## src/rtl/mem_access_unit.sv

```systemverilog
// Load/store initiator for a byte-wide little-endian data memory.
// Each request becomes 1, 2 or 4 byte beats followed by a one-cycle response pulse.
module mem_access_unit #(
  parameter int ADDR_W  = 6,
  parameter int TIMEOUT = 15
) (
  input  logic              clk,
  input  logic              rst_n,
  input  logic              req_valid,
  output logic              req_ready,
  input  logic              req_write,
  input  logic [1:0]        req_size,
  input  logic              req_unsigned,
  input  logic [31:0]       req_addr,
  input  logic [31:0]       req_wdata,
  output logic              resp_valid,
  output logic [31:0]       resp_rdata,
  output logic              resp_err,
  output logic [ADDR_W-1:0] mem_addr,
  output logic              mem_re,
  output logic              mem_we,
  output logic [7:0]        mem_wdata,
  input  logic [7:0]        mem_rdata,
  input  logic              mem_ack
);

  localparam int TO_W = $clog2(TIMEOUT + 1);

  typedef enum logic [1:0] {IDLE, BEAT, RESP} state_t;

  state_t            state_q, state_d;
  logic              write_q, write_d;
  logic [1:0]        size_q, size_d;
  logic              unsigned_q, unsigned_d;
  logic [31:0]       wdata_q, wdata_d;
  logic [31:0]       data_q, data_d;
  logic [1:0]        beat_q, beat_d;
  logic [TO_W-1:0]   to_cnt_q, to_cnt_d;
  logic              req_ready_q, req_ready_d;
  logic              resp_valid_q, resp_valid_d;
  logic              resp_err_q, resp_err_d;
  logic [31:0]       resp_rdata_q, resp_rdata_d;
  logic [ADDR_W-1:0] mem_addr_q, mem_addr_d;
  logic              mem_re_q, mem_re_d;
  logic              mem_we_q, mem_we_d;
  logic [7:0]        mem_wdata_q, mem_wdata_d;

  logic [1:0]        last_beat;
  logic [31:0]       loaded;
  logic              unused_addr_bits;

  assign unused_addr_bits = ^req_addr[31:ADDR_W];

  function automatic logic [31:0] extend(input logic [31:0] raw, input logic [1:0] size,
                                         input logic uns);
    logic [31:0] ext;
    case (size)
      2'b00:   ext = {{24{~uns & raw[7]}}, raw[7:0]};
      2'b01:   ext = {{16{~uns & raw[15]}}, raw[15:0]};
      default: ext = raw;
    endcase
    return ext;
  endfunction

  always_comb begin
    case (size_q)
      2'b00:   last_beat = 2'd0;
      2'b01:   last_beat = 2'd1;
      default: last_beat = 2'd3;
    endcase
  end

  // Current data register with the byte arriving on this beat merged in.
  always_comb begin
    loaded = data_q;
    loaded[{beat_q, 3'b000} +: 8] = mem_rdata;
  end

  always_comb begin
    state_d      = state_q;
    write_d      = write_q;
    size_d       = size_q;
    unsigned_d   = unsigned_q;
    wdata_d      = wdata_q;
    data_d       = data_q;
    beat_d       = beat_q;
    to_cnt_d     = to_cnt_q;
    req_ready_d  = req_ready_q;
    resp_valid_d = 1'b0;
    resp_err_d   = resp_err_q;
    resp_rdata_d = resp_rdata_q;
    mem_addr_d   = mem_addr_q;
    mem_re_d     = mem_re_q;
    mem_we_d     = mem_we_q;
    mem_wdata_d  = mem_wdata_q;

    case (state_q)
      IDLE: begin
        if (req_valid) begin
          write_d     = req_write;
          size_d      = req_size;
          unsigned_d  = req_unsigned;
          wdata_d     = req_wdata;
          data_d      = '0;
          beat_d      = '0;
          to_cnt_d    = '0;
          req_ready_d = 1'b0;
          mem_addr_d  = req_addr[ADDR_W-1:0];
          mem_wdata_d = req_wdata[7:0];
          if (req_size == 2'b11) begin
            state_d      = RESP;
            resp_valid_d = 1'b1;
            resp_err_d   = 1'b1;
            resp_rdata_d = '0;
          end else begin
            state_d  = BEAT;
            mem_re_d = ~req_write;
            mem_we_d = req_write;
          end
        end
      end

      BEAT: begin
        if (mem_ack) begin
          to_cnt_d = '0;
          if (!write_q) data_d = loaded;
          if (beat_q == last_beat) begin
            state_d      = RESP;
            mem_re_d     = 1'b0;
            mem_we_d     = 1'b0;
            resp_valid_d = 1'b1;
            resp_err_d   = 1'b0;
            resp_rdata_d = write_q ? 32'h0 : extend(loaded, size_q, unsigned_q);
          end else begin
            beat_d      = beat_q + 2'd1;
            mem_addr_d  = mem_addr_q + 1'b1;
            wdata_d     = wdata_q >> 8;
            mem_wdata_d = wdata_q[15:8];
          end
        end else if (to_cnt_q == TO_W'(TIMEOUT - 1)) begin
          // Bytes already stored stay in memory; only the response reports the abort.
          state_d      = RESP;
          mem_re_d     = 1'b0;
          mem_we_d     = 1'b0;
          resp_valid_d = 1'b1;
          resp_err_d   = 1'b1;
          resp_rdata_d = '0;
        end else begin
          to_cnt_d = to_cnt_q + 1'b1;
        end
      end

      RESP: begin
        state_d     = IDLE;
        req_ready_d = 1'b1;
      end

      default: begin
        state_d     = IDLE;
        req_ready_d = 1'b1;
        mem_re_d    = 1'b0;
        mem_we_d    = 1'b0;
      end
    endcase
  end

  always_ff @(posedge clk or negedge rst_n) begin
    if (!rst_n) begin
      state_q      <= IDLE;
      write_q      <= 1'b0;
      size_q       <= 2'b00;
      unsigned_q   <= 1'b0;
      wdata_q      <= '0;
      data_q       <= '0;
      beat_q       <= '0;
      to_cnt_q     <= '0;
      req_ready_q  <= 1'b1;
      resp_valid_q <= 1'b0;
      resp_err_q   <= 1'b0;
      resp_rdata_q <= '0;
      mem_addr_q   <= '0;
      mem_re_q     <= 1'b0;
      mem_we_q     <= 1'b0;
      mem_wdata_q  <= '0;
    end else begin
      state_q      <= state_d;
      write_q      <= write_d;
      size_q       <= size_d;
      unsigned_q   <= unsigned_d;
      wdata_q      <= wdata_d;
      data_q       <= data_d;
      beat_q       <= beat_d;
      to_cnt_q     <= to_cnt_d;
      req_ready_q  <= req_ready_d;
      resp_valid_q <= resp_valid_d;
      resp_err_q   <= resp_err_d;
      resp_rdata_q <= resp_rdata_d;
      mem_addr_q   <= mem_addr_d;
      mem_re_q     <= mem_re_d;
      mem_we_q     <= mem_we_d;
      mem_wdata_q  <= mem_wdata_d;
    end
  end

  assign req_ready  = req_ready_q;
  assign resp_valid = resp_valid_q;
  assign resp_err   = resp_err_q;
  assign resp_rdata = resp_rdata_q;
  assign mem_addr   = mem_addr_q;
  assign mem_re     = mem_re_q;
  assign mem_we     = mem_we_q;
  assign mem_wdata  = mem_wdata_q;

endmodule

```

## config.mk

```make
export PLATFORM = sky130hd
export DESIGN_NAME = mem_access_unit
export DESIGN_NICKNAME = d
export VERILOG_FILES = /design/src/rtl/mem_access_unit.sv
export SDC_FILE = /design/constraint.sdc
export NUM_CORES = 1
export LEC_CHECK = 0
export CORE_ASPECT_RATIO = 0.5
export CORE_MARGIN = 4
export CORE_UTILIZATION = 30
export CTS_BUF_LIST = sky130_fd_sc_hd__clkbuf_8
export CTS_CLUSTER_DIAMETER = 30
export DETAILED_ROUTE_END_ITERATION = 16
export GPL_TIMING_DRIVEN = 0
export HOLD_SLACK_MARGIN = 0.05
export SLEW_MARGIN = 10
export SYNTH_ARGS = -nofsm -noshare
export SYNTH_HDL_FRONTEND = slang
export SYNTH_SLANG_ARGS = --single-unit
```

## constraint.sdc

```tcl
create_clock -name clk -period 2.4 [get_ports clk]
set_input_delay 0.48 -clock clk [delete_from_list [all_inputs] [get_ports clk]]
set_output_delay 0.48 -clock clk [all_outputs]
set_load 0.02 [all_outputs]
```

# After elaboration in Yosys (flattened, before gate mapping)
# Cells that the tools add are included.
# totals
output_inout_bits,51
regBits,127
inputBits,80
# classes
shifts,2
n_bitwise,6
n_addsub,4
mux,62
n_eq_ne,15
n_reduce_logical,11
# op_table
cell,n
$mux W32,12
$pmux W32 S2,4
$bwmux W32,1
$shift A8 B7 Y32 const A,1
$shiftx A8 B7 Y32,1
$mux W8,3
$mux W6,3
$mux W1,17
$mux W2,8
$pmux W8 S2,1
$mux W4,3
$ne A2 B2 Y1 const B,6
$pmux W2 S2,3
$pmux W6 S2,1
$reduce_and A5 Y1,2
$ne A3 B3 Y1 const B,3
$pmux W4 S2,1
$reduce_and A4 Y1,2
$neg A5 Y7,1
$add A6 B1 Y6 const B,1
$pmux W1 S2,3
$pmux W1 S3,2
$reduce_and A3 Y1,2
$add A4 B1 Y4 const B,1
other kinds (10),18

# Depth between registers and ports, before layout
# depth
word_depth,9
depth_mapped,9
depth_no_buf,6

# Worst setup path after synthesis
# OpenSTA, ideal clock, no wires.
# synth_path
kind,register -> register
from,register beat_q[0]
to,"register resp_rdata_q[23], in the netlist resp_rdata[23]"
arrival_ns,2.184
path_slack_ns,0.091
stages_incl_launch_ff,9
cell_sequence,dfrtp_1 > buf_4 > inv_1 > ha_1 > and3b_1 > a311oi_4 > buf_2 > o32ai_1 > mux2_4
# synth_between
elab_chain_cells,9
word_cells_on_any_way,14
classes_between,1 x add/sub; 2 x eq/ne; 2 x shift; 6 x mux; 2 x bitwise; 1 x reduce/logical
# synth_rtl
element,line,text
"start, declared",37,"logic [1:0] beat_q, beat_d;"
"start signal, assigned",192,beat_q <= beat_d;
$neg A5 Y7,76,"loaded[{beat_q, 3'b000} +: 8] = mem_rdata;"
$shiftx A8 B7 Y32 or $shift A8 B7 Y32 (tied branches),76,
$bwmux W32,76,
"$and A1 B1 Y1, on equally long branches","59, 58",
$pmux W32 S2,57,case (size)
$mux W32,133,"resp_rdata_d = write_q ? 32'h0 : extend(loaded, size_q, unsigned_q);"
$mux W32,127,if (beat_q == last_beat) begin
$mux W32,124,if (mem_ack) begin
$pmux W32 S2,97,case (state_q)
"end signal, assigned",197,resp_rdata_q <= resp_rdata_d;
"end, declared",42,"logic [31:0] resp_rdata_q, resp_rdata_d;"
# Parallel ways exist; a longest one is shown, timed or not. The select of a mux whose other input is x is not followed.
# A chain may end at the register's enable or synchronous reset.

# Worst setup path after layout
# layout_path
from,input mem_ack
to,"register resp_rdata_q[21], in the netlist resp_rdata[21]"
# layout_between
elab_chain_cells,2
word_cells_on_any_way,5
classes_between,2 x eq/ne; 2 x mux; 1 x reduce/logical
# layout_rtl
element,line,text
"start, declared",24,input logic mem_ack
$ne A3 B3 Y1 (no line) or $mux W32 (tied branches),-,
$reduce_and A5 Y1 (no line) or $pmux W32 S2 (tied branches),-,
# Parallel ways exist; a longest one is shown, timed or not.

==> results.yml <==
run_status:
  outcome: "completed"
worst_setup_path:
  worst_path_slowest_cell: "clkdlybuf4s50_1"
  worstPathBufferInverterCount: 2
  critical_path.endpoint_type: "register"
  worstPathCellList: "clkdlybuf4s50_1 -> and4bb_2 -> nand2_1 -> clkbuf_1 -> o32ai_1 -> mux2_4"
  start_kind: "primary input"
  crit_arrival_ns: 2.69
  critical_path_peak_fanout: 10
  crit_family: "buffers and inverters"
  data_required_time_at_the_worst_endpoint_ns: 2.72
  critical-path-max-stage-delay_ns: 0.56
  worst-setup-path-type: "primary input to register"
clock_tree:
  clk_pin_slew_worst_paths_ns: 0.07
  insertion_delay_to_the_later_sink_of_the_worst_skew_pair_ns: 0.43
  cts_made_buffers: 17
  cts_tree: "built"
  clock_sink_count: 119
  cts-htree-levels: 4
  max-clock-path-buffers: 2
  cts_root_buffer: "clkbuf_8"
finish:
  final_nets: 773
  seq_area_mm2: 0.00298
  antenna_cells: 0
  multi_input_area_mm2: 0.00293
  fill_cells: 1889
  area.growth.synth_to_final_pct: 33.5
  post_route_cells_drive_above_1_share: 0.205
logic_synthesis:
  syn-num-nets: 640
  seq_area_frac_synth: 0.489
  synth_edf_count: 0
  synth.yosys.warnings: 0
  netlist-cell-type-count: 60
  syn_area_per_cell_um2: 11.0
  asyncSetResetFlopFracSynth: 1.00
  ys_seq_elements: 119
  cell_count_after_synthesis: 553
  mappedNetlistArea_mm2: 0.00609
  ys.flop_type: "dfrtp_1"
floorplan:
  floorplan.core_area_mm2: 0.0197
  dieArea_mm2: 0.0228
  die_x_um: 210
  fp-row-count: 36
  start_util: 0.310
  io_pins: 131
  die_h_um: 109
grt:
  groute.usage.overall: 0.139
  overflow: 0
  grt_antenna_before_repair: 0
  largest_net_degree_at_the_start_of_global_routing: 74
  via_count_of_the_first_global_routing_pass: 4665
  grt_first_pass_wirelength_um: 25300
drt:
  first_pass_iters: 4
  wire_length_per_cell_after_detailed_routing_um: 16.6
  wirelength_um: 16100
  first_iter_violations: 368
  drc_errors: 0
  drt-vias-per-instance: 4.85
  antenna_viol_nets_final: 0
  num_vias: 4678
timing:
  finalHoldViolCount: 0
  max-slew-margin-rel: 0.417
  setup_total_negative_slack_ns: 0
  period_minus_slack_ns: 2.37
  setup_violations_final: 0
  max_slew_violation_count: 0
  timing.hold.ws_ns: 0.477
  skew_ns: 0.0167
  finalCritPeriodShare: 0.986
  achievable-frequency_mhz: 423
  grt_setup_unrepaired: "no"
  max_slew.worst_pin.slew_ns: 0.871
power:
  leakage_uw: 0.00370
  power_density_mw_per_mm2: 1080
  vdd_ir_drop_max_uv: 412
place:
  placement.io_buffers: 104
  hpwl_um: 11400
  finalWeightedCongestion: 0.771
worst_hold_path:
  hold_path.class: "register to register"
run:
  max_cap_violations: 0
==> report_power, final <==
group	leakage (uW)	total, uW	internal (uW)	switching (uW)
Sequential	0.00157	2910	2540	368
Clock	0.000216	1960	1110	854
Combinational	0.00191	3930	1800	2130
Total	0.00370	8800	5450	3350
==> path summary, 6_finish.rpt <==
check,slack (ns),to,start,cells after the start
min reg2reg,0.48,data_q[4],data_q[4],1
min in group asynchronous,0.54,wdata_q[0],rst_n,2
max reg2reg,0.07,resp_rdata[17],beat_q[0],8
max,0.03,resp_rdata[21],mem_ack,6
min,0.48,data_q[4],data_q[4],1
max in group asynchronous,1.12,data_q[11],rst_n,3
==> layer usage <==
layer,GRT usage,up-vias,wire length (um)
li1,-,2230,-
met2,0.216,106,7350
met4,0.0349,0,186
met5,0,-,0
met3,0.0374,16,963
met1,0.193,2326,7570
==> flip-flops by register name, summed over array words and instances, names as in the netlist <==
signal,cells
mem_we,1
mem_addr,6
resp_valid,1
unsigned_q,1
beat_q,2
data_q,32
size_q,2
to_cnt_q,4
wdata_q,32
write_q,1
resp_rdata,32
resp_err,1
req_ready,1
state_q,2
mem_re,1
==> cell usage in the layout (no fill, tap or decap), drive strengths merged, types with 4 or more instances in the layout <==
master / n
a22o: 10
clkinv: 5
a21oi: 33
ha: 7
a21o: 9
nor3b: 5
o21ai: 11
nor2: 21
nor2b: 33
inv: 9
o2bb2ai: 26
clkbuf: 36
and3: 4
mux2i: 4
mux2: 58
o32ai: 16
clkdlybuf4s50: 103
nor4bb: 4
nand2: 98
buf: 39
dfrtp: 118
==> synthesized netlist by cell type (all sizes together), types with 5 or more instances <==
master / n / area (um2)
a21o: 9 / 67.6
a21oi: 33 / 176
a22o: 10 / 87.6
buf: 27 / 203
clkbuf: 18 / 67.6
dfrtp: 118 / 2950
ha: 7 / 87.6
inv: 7 / 26.3
mux2: 58 / 758
nand2: 98 / 368
nor2: 21 / 86.3
nor2b: 33 / 206
nor3b: 5 / 42.5
o21ai: 11 / 66.3
o2bb2ai: 26 / 228
o32ai: 16 / 140
==> kinds of logic after synthesis <==
group,after synthesis,share of synthesized area
flops,119,0.489
xor+xnor,3,0.00431
mux,62,0.131
fa+ha+maj,7,0.0144
compound gates,122,0.151
buf+inv,52,0.0487
simple gates,188,0.162
==> timing repair <==
action | in CTS | in global routing
endpoints found under the hold margin | 45 | 0
buffers inserted | 2 | 6
endpoints found under the setup margin | 37 | 23
cloned | 0 | 1
hold buffers | 1 | 0
gates resized for setup | 13 | 23
pin swaps | 3 | 3
==> cell type report <==
cell class	count	area share
Sequential cell	119	0.366
Multi-Input combinational cell	382	0.360
Buffer	44	0.0355
Tap cell	266	0.0409
Timing Repair Buffer	115	0.142
Inverter	7	0.00323
Clock buffer	20	0.0338
Clock inverter	12	0.0185
==> through the flow <==
stage	area (um2)	cells	worst slack, ns	utilization	power (uW)
3_3_place_gp	7470	923	-3.97	0.379	6550
4_1_cts	8000	959	0.0160	0.406	8700
5_1_grt	8140	965	0.00275	0.413	9340
3_5_place_dp	7500	924	-0.455	0.381	6610
6_report	8140	965	0.0347	0.413	8800
2_1_floorplan	6090	553	0.0913	-	5350
Power figures use the tool's default switching activity.
